==> src/rtl/sram_port_arbiter.sv <==
// Shares one SRAM-like memory port between instruction fetch and the data master.
// Data has priority, and a starvation counter makes sure fetch still gets through.
module sram_port_arbiter #(
  parameter int STARVE_LIMIT = 4
) (
  input  logic        clk,
  input  logic        reset,
  input  logic        inst_req,
  input  logic        inst_wr,
  input  logic [1:0]  inst_size,
  input  logic [3:0]  inst_wstrb,
  input  logic [31:0] inst_addr,
  input  logic [31:0] inst_wdata,
  output logic        inst_addr_ok,
  output logic        inst_data_ok,
  output logic [31:0] inst_rdata,
  input  logic        data_req,
  input  logic        data_wr,
  input  logic [1:0]  data_size,
  input  logic [3:0]  data_wstrb,
  input  logic [31:0] data_addr,
  input  logic [31:0] data_wdata,
  output logic        data_addr_ok,
  output logic        data_data_ok,
  output logic [31:0] data_rdata,
  output logic        mem_req,
  output logic        mem_wr,
  output logic [1:0]  mem_size,
  output logic [3:0]  mem_wstrb,
  output logic [31:0] mem_addr,
  output logic [31:0] mem_wdata,
  input  logic        mem_addr_ok,
  input  logic        mem_data_ok,
  input  logic [31:0] mem_rdata
);

  localparam int CW = $clog2(STARVE_LIMIT + 1);
  localparam logic [CW-1:0] LIMIT_C = CW'(STARVE_LIMIT);

  typedef enum logic {IDLE = 1'b0, WAIT = 1'b1} state_t;

  state_t        state_q, state_d;
  logic          lock_q, lock_d;
  logic          locked_sel_q, locked_sel_d;
  logic          owner_q, owner_d;
  logic [CW-1:0] starve_cnt_q, starve_cnt_d;
  logic          sel;
  logic          sel_req;

  always_ff @(posedge clk) begin
    if (reset) begin
      state_q      <= IDLE;
      lock_q       <= 1'b0;
      locked_sel_q <= 1'b0;
      owner_q      <= 1'b0;
      starve_cnt_q <= '0;
    end else begin
      state_q      <= state_d;
      lock_q       <= lock_d;
      locked_sel_q <= locked_sel_d;
      owner_q      <= owner_d;
      starve_cnt_q <= starve_cnt_d;
    end
  end

  // sel: 1 selects the data master
  always_comb begin
    if (lock_q)
      sel = locked_sel_q;
    else if (inst_req && data_req && starve_cnt_q == LIMIT_C)
      sel = 1'b0;
    else
      sel = data_req;
  end

  assign sel_req    = sel ? data_req : inst_req;
  assign mem_wr     = sel ? data_wr    : inst_wr;
  assign mem_size   = sel ? data_size  : inst_size;
  assign mem_wstrb  = sel ? data_wstrb : inst_wstrb;
  assign mem_addr   = sel ? data_addr  : inst_addr;
  assign mem_wdata  = sel ? data_wdata : inst_wdata;
  assign inst_rdata = mem_rdata;
  assign data_rdata = mem_rdata;

  always_comb begin
    state_d      = state_q;
    lock_d       = lock_q;
    locked_sel_d = locked_sel_q;
    owner_d      = owner_q;
    starve_cnt_d = starve_cnt_q;
    mem_req      = 1'b0;
    inst_addr_ok = 1'b0;
    data_addr_ok = 1'b0;
    inst_data_ok = 1'b0;
    data_data_ok = 1'b0;
    case (state_q)
      IDLE: begin
        mem_req      = sel_req;
        inst_addr_ok = mem_addr_ok & ~sel & inst_req;
        data_addr_ok = mem_addr_ok & sel & data_req;
        if (sel_req && mem_addr_ok) begin
          state_d = WAIT;
          owner_d = sel;
          lock_d  = 1'b0;
          if (!sel)
            starve_cnt_d = '0;
          else if (inst_req && starve_cnt_q != LIMIT_C)
            starve_cnt_d = starve_cnt_q + CW'(1);
        end else if (sel_req) begin
          lock_d       = 1'b1;
          locked_sel_d = sel;
        end else begin
          // locked master withdrew its request: rearbitrate next cycle
          lock_d = 1'b0;
        end
      end
      WAIT: begin
        if (mem_data_ok) begin
          inst_data_ok = ~owner_q;
          data_data_ok = owner_q;
          state_d      = IDLE;
        end
      end
      default: state_d = IDLE;
    endcase
    if (reset) begin
      mem_req      = 1'b0;
      inst_addr_ok = 1'b0;
      data_addr_ok = 1'b0;
      inst_data_ok = 1'b0;
      data_data_ok = 1'b0;
    end
  end

endmodule

==> config.mk <==
export PLATFORM = sky130hd
export DESIGN_NAME = sram_port_arbiter
export DESIGN_NICKNAME = d
export VERILOG_FILES = /design/src/rtl/sram_port_arbiter.sv
export SDC_FILE = /design/constraint.sdc
export NUM_CORES = 1
export LEC_CHECK = 0
export BUFFER_PORTS_ARGS = -buffer_cell sky130_fd_sc_hd__buf_2
export CORE_AREA = 10 10 114 116
export CTS_BUF_LIST = sky130_fd_sc_hd__clkbuf_4 sky130_fd_sc_hd__clkbuf_8 sky130_fd_sc_hd__clkbuf_16
export CTS_CLUSTER_SIZE = 24
export DETAILED_ROUTE_END_ITERATION = 10
export DIE_AREA = 0 0 124 126
export GPL_ROUTABILITY_DRIVEN = 0
export GPL_TIMING_DRIVEN = 0
export PLACE_DENSITY_LB_ADDON = 0.2
export SLEW_MARGIN = 20
export SYNTH_ARGS = -nofsm -noshare
export SYNTH_HDL_FRONTEND = slang
export SYNTH_SLANG_ARGS = --single-unit
==> constraint.sdc <==
create_clock -name clk -period 1.7 [get_ports clk]
set_clock_uncertainty 0.1 [all_clocks]
set_input_delay 0.17 -clock clk [delete_from_list [all_inputs] [get_ports clk]]
set_output_delay 0.17 -clock clk [all_outputs]
set_load 0.02 [all_outputs]
==> results.json <==
{
  "status": "complete, but fails checks",
  "violations": "setup timing",
  "first_pass_iters": 4,
  "synth_cells": 193,
  "route.detailed.drc": 0,
  "power_uw": 2300,
  "relSlewSlack": 0.771,
  "diodes": 0,
  "area_delta_synth_final_pct": 112,
  "synth-main-ff-cell": "dfxtp_1",
  "cts_tree": "yes",
  "insertion_delay_ps": 230,
  "leakage_uw": 0.00256,
  "critPathKind": "flip-flop to primary output",
  "ir_worst_vdd_mv": 0.387,
  "cts_root_buf": "clkbuf_8",
  "min_period_over_period": 1.28,
  "via_per_inst": 3.92,
  "yosysSeqAreaShare": 0.0658,
  "synth_top_area_cell": "mux2_4",
  "layout.nets": 681,
  "syn-num-nets": 375,
  "dieArea_um2": 15600,
  "antenna_found_initial": 0,
  "synth_seq_cells": 7,
  "finalWorstPathRequiredPeriod_ps": 2180,
  "finalHoldViolations": 0,
  "grtUsageTotal": 0.122,
  "async_reset_ff_frac": 0,
  "rows": 38,
  "die_w_um": 124,
  "ioPinCount": 320,
  "stdcell_count": 638,
  "yosys.area.top_type_share": 0.479,
  "worstHoldStart": "reset",
  "clk_path_buf_depth": 2,
  "rr_startpoint": "starve_cnt_q[1]",
  "synth_most_common_cell": "mux2_4",
  "crit_path_end_kind": "primary output",
  "fmax_ghz": 0.459,
  "fp.coreArea_um2": 10700,
  "synthTopCellsByArea": "mux2_4 (48%), buf_4 (23%), buf_12 (6.6%)",
  "cp-startpoint": "starve_cnt_q[1]",
  "synth_warnings": 0,
  "setup_viol": 74,
  "worstPathRequired_ps": 1430,
  "synthTopCellsByCount": "mux2_4 (68), buf_4 (64), buf_12 (7), dfxtp_1 (7), inv_1 (5)",
  "grt_pass1_vias": 2704,
  "wl_per_cell_um": 17.5,
  "routed_wl_um": 11200,
  "grt_pass1_wl_um": 15200,
  "start_kind": "flip-flop",
  "syn-cell-area_um2": 2130,
  "drive_gt1_frac": 0.924,
  "start_util": 0.199,
  "clk_pin_slew_worst_paths_ps": 40,
  "grt-ovfl-total": 0,
  "num_vias": 2499,
  "die_y_um": 126,
  "clock-sinks": 7,
  "dp_cells": 620,
  "p_per_area_nw_per_um2": 509,
  "drt_iter0_drc": 30,
  "port_buffers": 287,
  "hpwlAfterDp_um": 9760,
  "drv_cap": 0,
  "cts_buffers": 3,
  "synth_cell_types": 37,
  "hold_path_class": "input pin to flip-flop",
  "synth-edff-count": 0,
  "fillers": 1054,
  "slew_violations": 0,
  "worst_pin_slew_ps": 343,
  "drtAntennaViolNets": 0,
  "htreeDepth": 1,
  "syn_avg_cell_area_um2": 11.0,
  "crit_arrival_ps": 1910,
  "worstPathMaxFanout": 7,
  "rsz0062_at_grt": "true",
  "utilization": 0.422,
  "setup_slack_ps": -479,
  "grt_max_degree": 11
}
==> where the power goes <==
part | internal [µW] | leakage, µW | total [µW] | switching, µW
logic | 1070 | 0.00247 | 1850 | 788
clock network | 179 | 0.0000262 | 256 | 77.8
registers | 174 | 0.0000582 | 184 | 10.1
total | 1420 | 0.00256 | 2300 | 875
==> area by class of cell <==
type,instances,area (µm²),area share
buffer,72,624,0.138
clock buffer,4,48.8,0.0108
inverter,5,18.8,0.00416
multi-input combinational,109,1390,0.307
sequential,7,143,0.0316
tap,140,175,0.0388
timing repair buffer,301,2120,0.469
==> final timing paths <==
kind	endpoint	slack (ps)	cells past startpoint
setup / recovery	mem_wdata[11]	-480	9
hold / removal	state_q	110	2
setup reg to reg	locked_sel_q	-70	9
hold reg to reg	owner_q	410	1
==> kinds of logic (layout without fill, tap and decap cells) <==
logic type	count (synthesis)	after routing	share of synthesized area
compound gates	13	13	0.0440
buf+inv	77	382	0.302
simple gates	22	22	0.0769
fa+ha+maj	2	2	0.0117
mux	72	72	0.500
flops	7	7	0.0658
==> placed cells by master, fill, tap and decap left out, drive strengths merged, types with 2 or more instances in the layout <==
cell type    n
buf        368
mux2        71
clkbuf       9
dfxtp        7
nand2        5
inv          5
nor2         3
o21ai        3
a21oi        2
nor3b        2
nand2b       2
ha           2
==> metal layers <==
layer  global-route usage  vias to the layer above  share of wire
met3               0.0411                        6           0.13
met2                0.246                      157           0.54
li1                     -                     1221              -
met5                    0                        -              0
met1                0.115                     1115           0.32
met4               0.0156                        0         0.0050
==> registers in the layout, summed over array words and instances (netlist names) <==
register and count:
locked_sel_q 1, starve_cnt_q 3, owner_q 1, lock_q 1, state_q 1
==> per-stage QoR <==
step	TNS (ps)	cell area (µm²)	hold WS (ps)	setup WS (ps)
finish	-33160	4510	111	-479
global route	-38200	4510	126	-545
CTS	-36610	4390	109	-532
detailed placement	-20120	3760	356	-304
global placement	-19160	3760	344	-292
floorplan	-811	2150	139	-12.4
==> worst max-delay path, cell delays in order (launching register included) <==
cell	delay (ps)
dfxtp_2	310
inv_2	60
ha_4	140
nand2_4	50
nor3b_4	300
nor2_8	60
buf_12	150
clkbuf_16	160
mux2_4	300
buf_6	130
==> what timing repair did <==
| item | 4_1_cts | 5_1_grt |
|---|---|---|
| setup buffers | 8 | 1 |
| gates cloned | 1 | 4 |
| endpoints found under the setup margin | 73 | 74 |
| resized for setup | 151 | 2 |
| pin swaps | 4 | 4 |
| hold buffers | 0 | 0 |
| hold endpoints to repair | 0 | 0 |
No activity file was read; power rests on OpenSTA's default activity.
